===== src/rtl/win_pkg.sv =====
// Shared types for the 3x3 window generator: frame FSM states and the
// row-major positions of the nine window taps.
package win_pkg;

    typedef enum logic [1:0] {
        ST_IDLE,
        ST_FILL,
        ST_RUN,
        ST_DONE
    } state_t;

    localparam int W_TL  = 0;
    localparam int W_TM  = 1;
    localparam int W_TR  = 2;
    localparam int W_ML  = 3;
    localparam int W_MM  = 4;
    localparam int W_MR  = 5;
    localparam int W_BL  = 6;
    localparam int W_BM  = 7;
    localparam int W_BR  = 8;
    localparam int WIN_N = 9;

endpackage


===== src/rtl/window_3x3_gen_line_buffer.sv =====
// One row of pixel storage. The read returns the entry's previous contents,
// so a single address serves as both the read and the write slot.
module line_buffer #(
    parameter int DATA_W = 8,
    parameter int DEPTH  = 258
) (
    input  logic                     clk,
    input  logic                     i_we,
    input  logic [$clog2(DEPTH)-1:0] i_addr,
    input  logic [DATA_W-1:0]        i_wdata,
    output logic [DATA_W-1:0]        o_rdata
);

    logic [DATA_W-1:0] r_mem [DEPTH];

    always_ff @(posedge clk) begin
        if (i_we) begin
            r_mem[i_addr] <= i_wdata;
        end
    end

    assign o_rdata = r_mem[i_addr];

endmodule


===== src/rtl/window_3x3_gen.sv =====
// Streams raster pixels through two line buffers and a 3x3 shift register,
// emitting one registered window per interior pixel of each frame.
module window_3x3_gen
    import win_pkg::*;
#(
    parameter int DATA_W = 8,
    parameter int IMG_W  = 258,
    parameter int IMG_H  = 34
) (
    input  logic                      clk,
    input  logic                      rst_n,
    input  logic                      in_valid,
    output logic                      in_ready,
    input  logic [DATA_W-1:0]         in_data,
    input  logic                      in_sof,
    output logic                      out_valid,
    input  logic                      out_ready,
    output logic [WIN_N*DATA_W-1:0]   out_win,
    output logic                      out_sof,
    output logic                      out_eol,
    output logic                      out_eof,
    output logic                      err_sof
);

    localparam int CW = $clog2(IMG_W);
    localparam int RW = $clog2(IMG_H);
    localparam logic [CW-1:0] COL_LAST = CW'(IMG_W - 1);
    localparam logic [RW-1:0] ROW_LAST = RW'(IMG_H - 1);

    state_t            r_state, w_state_nxt;
    logic [CW-1:0]     r_col, w_col, w_col_nxt;
    logic [RW-1:0]     r_row, w_row, w_row_nxt;
    logic [DATA_W-1:0] r_win [WIN_N];
    logic [DATA_W-1:0] w_lb0_rd, w_lb1_rd;
    logic              r_out_valid, r_sof, r_eol, r_eof, r_err_sof;
    logic              w_in_fire, w_in_frame, w_eol, w_last, w_complete;

    assign in_ready  = out_ready || !r_out_valid;
    assign w_in_fire = in_valid && in_ready;

    // A start-of-frame pixel always lands at (0,0), whatever the counters hold.
    assign w_in_frame = in_sof || (r_state == ST_FILL) || (r_state == ST_RUN);
    assign w_col      = in_sof ? '0 : r_col;
    assign w_row      = in_sof ? '0 : r_row;
    assign w_eol      = (w_col == COL_LAST);
    assign w_last     = w_eol && (w_row == ROW_LAST);
    assign w_complete = w_in_frame && (w_row >= RW'(2)) && (w_col >= CW'(2));

    always_comb begin
        w_col_nxt = w_eol ? '0 : w_col + CW'(1);
        w_row_nxt = w_row;
        if (w_eol) begin
            w_row_nxt = (w_row == ROW_LAST) ? '0 : w_row + RW'(1);
        end
    end

    always_comb begin
        w_state_nxt = r_state;
        if (r_state == ST_DONE) begin
            w_state_nxt = ST_IDLE;
        end
        if (w_in_fire && w_in_frame) begin
            if (w_last) begin
                w_state_nxt = ST_DONE;
            end else if (w_complete && !w_eol) begin
                w_state_nxt = ST_RUN;
            end else begin
                w_state_nxt = ST_FILL;
            end
        end
    end

    line_buffer #(.DATA_W(DATA_W), .DEPTH(IMG_W)) u_lb_prev1 (
        .clk     (clk),
        .i_we    (w_in_fire && w_in_frame),
        .i_addr  (w_col),
        .i_wdata (in_data),
        .o_rdata (w_lb0_rd)
    );

    line_buffer #(.DATA_W(DATA_W), .DEPTH(IMG_W)) u_lb_prev2 (
        .clk     (clk),
        .i_we    (w_in_fire && w_in_frame),
        .i_addr  (w_col),
        .i_wdata (w_lb0_rd),
        .o_rdata (w_lb1_rd)
    );

    // The shift register doubles as the output register: it only moves on an
    // accepted pixel, which cannot happen while a window is stalled.
    always_ff @(posedge clk or negedge rst_n) begin
        if (!rst_n) begin
            r_state     <= ST_IDLE;
            r_col       <= '0;
            r_row       <= '0;
            r_out_valid <= 1'b0;
            r_sof       <= 1'b0;
            r_eol       <= 1'b0;
            r_eof       <= 1'b0;
            r_err_sof   <= 1'b0;
            for (int i = 0; i < WIN_N; i++) begin
                r_win[i] <= '0;
            end
        end else begin
            r_state   <= w_state_nxt;
            r_err_sof <= w_in_fire && in_sof &&
                         ((r_state == ST_FILL) || (r_state == ST_RUN));
            if (w_in_fire && w_in_frame) begin
                r_col       <= w_col_nxt;
                r_row       <= w_row_nxt;
                r_win[W_TL] <= r_win[W_TM];
                r_win[W_TM] <= r_win[W_TR];
                r_win[W_TR] <= w_lb1_rd;
                r_win[W_ML] <= r_win[W_MM];
                r_win[W_MM] <= r_win[W_MR];
                r_win[W_MR] <= w_lb0_rd;
                r_win[W_BL] <= r_win[W_BM];
                r_win[W_BM] <= r_win[W_BR];
                r_win[W_BR] <= in_data;
            end
            if (w_in_fire && w_complete) begin
                r_out_valid <= 1'b1;
                r_sof       <= (w_row == RW'(2)) && (w_col == CW'(2));
                r_eol       <= w_eol;
                r_eof       <= w_last;
            end else if (out_ready) begin
                r_out_valid <= 1'b0;
            end
        end
    end

    for (genvar g = 0; g < WIN_N; g++) begin : g_pack
        assign out_win[g*DATA_W +: DATA_W] = r_win[g];
    end

    assign out_valid = r_out_valid;
    assign out_sof   = r_sof;
    assign out_eol   = r_eol;
    assign out_eof   = r_eof;
    assign err_sof   = r_err_sof;

endmodule


===== config.mk =====
export PLATFORM = sky130hd
export DESIGN_NAME = window_3x3_gen
export DESIGN_NICKNAME = d
export VERILOG_FILES = /design/src/rtl/win_pkg.sv /design/src/rtl/window_3x3_gen_line_buffer.sv /design/src/rtl/window_3x3_gen.sv
export SDC_FILE = /design/constraint.sdc
export NUM_CORES = 2
export LEC_CHECK = 0
export ABC_AREA = 0
export CORE_MARGIN = 2
export CORE_UTILIZATION = 45
export CTS_BUF_LIST = sky130_fd_sc_hd__clkbuf_8
export DETAILED_ROUTE_END_ITERATION = 6
export GPL_TIMING_DRIVEN = 1
export PLACE_DENSITY = 0.68
export SLEW_MARGIN = 10
export SYNTH_ARGS = -nofsm -noshare
export SYNTH_HDL_FRONTEND = slang
export SYNTH_MEMORY_MAX_BITS = 65536
export SYNTH_SLANG_ARGS = --single-unit

===== constraint.sdc =====
create_clock -name clk -period 40.3 [get_ports clk]
set_input_delay 6.045 -clock clk [delete_from_list [all_inputs] [get_ports clk]]
set_output_delay 6.045 -clock clk [all_outputs]
set_load 0.01 [all_outputs]

==> results.json <==
{
  "power.density_nw_per_um2": 55.8,
  "number_of_nets_produced_by_synthesis": 11100,
  "layoutNonFillerInstCount": 16900,
  "r2r_cells": 14,
  "post-dp-hpwl_microns": 274000,
  "post_synth_design_cell_area_sq_um": 167000,
  "synth_area_per_cell_sq_um": 15.1,
  "starting_density_pct": 45.2,
  "wire_per_inst_microns": 29.4,
  "critPathLaunchType": "input pin",
  "placed_cells_incl_taps": 15800,
  "number_of_cells_upsized_or_downsized_after_cts": 0,
  "min_period_over_period_pct": 33.0,
  "worst_slew_margin_rel_pct": 5.79,
  "timing.critical_path.from": "in_sof",
  "synth_edf_count": 4128,
  "worstSkewPairLatency_ns": 1.26,
  "synth_commonest_cells": "sky130_fd_sc_hd__edfxtp_1 (4128), sky130_fd_sc_hd__nand2_1 (1829), sky130_fd_sc_hd__o21ai_0 (501), sky130_fd_sc_hd__mux2_2 (483), sky130_fd_sc_hd__buf_2 (436)",
  "die-area_sq_um": 375000,
  "critical_path.endpoint_type": "flop",
  "number_of_distinct_library_cells_after_synthesis": 64,
  "ctsHoldBuffers": 0,
  "grt_setup_unrepaired": "false",
  "postRouteAntennaNets": 0,
  "synthesis.instances": 11100,
  "cts.repair_timing.setup_buffer_count": 0,
  "cts_inserted_buffers": 648,
  "top_level_port_count": 91,
  "clock_skew_ns": 0.0771,
  "yosys.area.top_type": "sky130_fd_sc_hd__edfxtp_1",
  "crit_path_max_fanout": 196,
  "ir_drop_mv": 0.0547,
  "cp_num_cells": 15,
  "clkPwrFrac_pct": 31.1,
  "internal-power_mw": 7.24,
  "die_width_microns": 613,
  "synthMostInstantiatedCell": "sky130_fd_sc_hd__edfxtp_1",
  "floorplan.rows": 223,
  "crit_path_end": "u_lb_prev2.r_mem[47][3]$_DFFE_PP_",
  "clkTransAtPathRegs_ns": 0.06,
  "hold_path.class": "reg2reg",
  "number_of_antenna_violations_at_the_first_check_in_global_routing": 18,
  "filler_cell_count": 30200,
  "sw_frac_of_total_pct": 30.2,
  "worst_pin_slew_ns": 1.40,
  "synth_top_area_share_pct": 74.4,
  "drt_first_iter_violations": 16000,
  "share_of_async_settable_or_async_resettable_flops_after_synthesis_pct": 2.23,
  "max_freq_mhz": 75.2,
  "timing.critical_path.arrival_ns": 14.18,
  "post_synth_main_area_contributors": "sky130_fd_sc_hd__edfxtp_1 (74%), sky130_fd_sc_hd__nand2_1 (4.1%), sky130_fd_sc_hd__mux2_2 (3.3%)",
  "maxCapViolations": 0,
  "power_switching_mw": 3.13,
  "finalMaxSlewViolations": 0,
  "p_comb_share_pct": 18.1,
  "worst_r2r_startpoint": "r_col[0]$_DFFE_PN0P_",
  "setup.worst_path.class": "in2reg",
  "finalWorstPathRequiredPeriod_ns": 13.30,
  "number_of_sinks_driven_by_the_clock_tree": 4222,
  "slowest_stage": "sky130_fd_sc_hd__o21ai_1",
  "synth.ff_latch_count": 4222,
  "synthesis.yosys.warnings": 0,
  "avgViaCountPerCell": 6.16,
  "cts.htree.levels": 6,
  "clock_tree.root_cell": "sky130_fd_sc_hd__clkbuf_8",
  "power_leakage_nw": 61.1,
  "tritoncts": "yes",
  "sequentialPowerShare_pct": 50.8,
  "rr_endpoint": "u_lb_prev2.r_mem[77][5]$_DFFE_PP_",
  "timing.critical_path.mode_cell": "sky130_fd_sc_hd__buf_4",
  "port_buffers": 90,
  "cell_chain_of_the_critical_path": "buf_4, buf_4, nor2b_4, inv_16, buf_4, buf_12, buf_4, a31oi_1, nor4_1, o22ai_1, o21ai_1, nand4_1, buf_4, buf_4, buf_4",
  "layout-area-overhead-vs-synth_pct": 11.5,
  "grt_pass1_wl_microns": 703000,
  "vias": 104000,
  "first_pass_drt_iterations": 7,
  "gp_routability_congestion": 0.895,
  "failed_checks": "design-rule violations",
  "vias_in_the_first_global_route": 99700,
  "core_area_sq_um": 369000,
  "hold_vio_cnt_final": 0,
  "setup_viol": 0,
  "route.detailed.drc": 11,
  "crit_family": "buffers and inverters",
  "drt-total-wl_microns": 498000,
  "outcome": "complete, but fails checks",
  "fin_nets": 11500,
  "chipHeight_microns": 613,
  "part_of_the_yosys_area_used_for_sequential_elements_pct": 75.8,
  "rrSetupSlack_ns": 31.96,
  "globalRouteTotalUtil_pct": 25.7,
  "highest_cell_delay_on_the_worst_timing_path_ns": 0.88,
  "crit_buf_inv": 9,
  "overflow": 0,
  "clk_path_buf_depth": 4,
  "worst_ep_required_time_ns": 41.18,
  "grt_start_max_net_pins": 197,
  "setup_tns_ns": 0,
  "synth_ff_type": "sky130_fd_sc_hd__edfxtp_1",
  "drive_gt1_share_pct": 15.2
}
## layout make-up
type	count	area, sq um	area share [%]
flip-flops and latches	4222	126000	68.0
multi-input cells	6044	37000	19.9
clock buffers	656	9030	4.86
well taps	4950	6190	3.33
repair buffers	574	4830	2.60
clock inverters	478	2390	1.29
inverters	8	62.6	0.0337
diodes	15	37.5	0.0202
## routing by layer
| metal | vias to the layer above | global-route usage [%] | wire, microns |
|---|---|---|---|
| met5 | - | 0 | 112 |
| li1 | 43600 | - | - |
| met4 | 20 | 12.5 | 26600 |
| met2 | 7415 | 39.7 | 225000 |
| met3 | 1357 | 6.34 | 63500 |
| met1 | 52000 | 34.2 | 183000 |
## placed cells by master (no fill, tap or decap), drive strengths merged, types with 23 or more instances in the layout
cell           Yosys  layout
a211oi           334     334
a21oi            401     401
a2bb2oi           23      23
a311oi           225     225
a31oi            414     414
and3              34      34
buf              533     494
clkbuf           258     656
clkdlybuf4s50      0      80
clkinv             0     204
dfrtp             94      94
edfxtp          4128    4128
inv                8     256
mux2             483     483
mux2i            393     393
nand2           1829    1829
nand3            194     194
nor2             326     326
nor2b            283     283
nor3b             24      24
nor4             147     147
o21ai            521     521
o221ai            92      92
o22ai            143     143
o31ai             31      31
## sequential cells by signal, indices dropped and copies added, names as in the netlist, 2 cells and up
register / cells
out_win: 72
r_col: 9
r_row: 6
r_state: 2
u_lb_prev1.r_mem: 2064
u_lb_prev2.r_mem: 2064
## how the worst min path moves through the flow
stage	to	startpoint	slack, ns	cells past startpoint
5_1_grt	out_win[26]$_DFFE_PN0P_	out_win[26]$_DFFE_PN0P_	0.49	2
3_3_place_gp	out_win[26]$_DFFE_PN0P_	out_win[26]$_DFFE_PN0P_	0.46	2
3_5_place_dp	out_win[3]$_DFFE_PN0P_	out_win[3]$_DFFE_PN0P_	0.46	2
2_1_floorplan	r_row[5]$_DFFE_PN0P_	r_row[5]$_DFFE_PN0P_	0.45	1
6_report	out_win[3]$_DFFE_PN0P_	out_win[3]$_DFFE_PN0P_	0.47	2
4_1_cts	out_win[3]$_DFFE_PN0P_	out_win[3]$_DFFE_PN0P_	0.48	2
## metrics by stage
stage | utilization [%] | worst slack [ns] | cell area, sq um | power [mW] | hold slack [ns]
detailed placement | 47.3 | 26.18 | 174000 | 7.18 | 0.462
CTS | 50.4 | 27.05 | 186000 | 10.3 | 0.476
floorplan | - | 20.00 | 167000 | 6.51 | 0.453
global placement | 47.2 | 26.21 | 174000 | 7.14 | 0.456
finish | 50.4 | 27.00 | 186000 | 10.4 | 0.470
global route | 50.4 | 26.98 | 186000 | 10.6 | 0.487
## cell families after synthesis
| kind of cell | Yosys count | synth area share, % |
|---|---|---|
| fa+ha+maj | 9 | 0.0676 |
| mux | 880 | 5.68 |
| simple gates | 2902 | 7.54 |
| flops | 4222 | 75.8 |
| compound gates | 2253 | 8.66 |
| buf+inv | 799 | 2.25 |
## worst reg2reg max path, stage by stage, from the launching register on
cell and delay (ns):
sky130_fd_sc_hd__dfrtp_4 1.01, sky130_fd_sc_hd__buf_4 0.54, sky130_fd_sc_hd__buf_4 0.51, sky130_fd_sc_hd__buf_4 0.82, sky130_fd_sc_hd__buf_12 0.62, sky130_fd_sc_hd__mux2_2 0.37
sky130_fd_sc_hd__o21ai_1 0.07, sky130_fd_sc_hd__a31oi_1 0.20, sky130_fd_sc_hd__a21oi_1 0.06, sky130_fd_sc_hd__a21oi_1 0.57, sky130_fd_sc_hd__or4_1 0.35, sky130_fd_sc_hd__a222oi_1 0.19
sky130_fd_sc_hd__nand2_4 0.57, sky130_fd_sc_hd__buf_4 0.78, sky130_fd_sc_hd__buf_4 1.14
## power by group through the flow
| stage | Clock, mW | Combinational, mW | Sequential [mW] |
|---|---|---|---|
| finish | 3.22 | 1.88 | 5.27 |
| global route | 3.43 | 1.95 | 5.27 |
| CTS | 3.25 | 1.83 | 5.26 |
| detailed placement | 0 | 1.83 | 5.35 |
| global placement | 0 | 1.79 | 5.35 |
| floorplan | 0 | 0.986 | 5.52 |
Power figures use the tool's default switching activity.
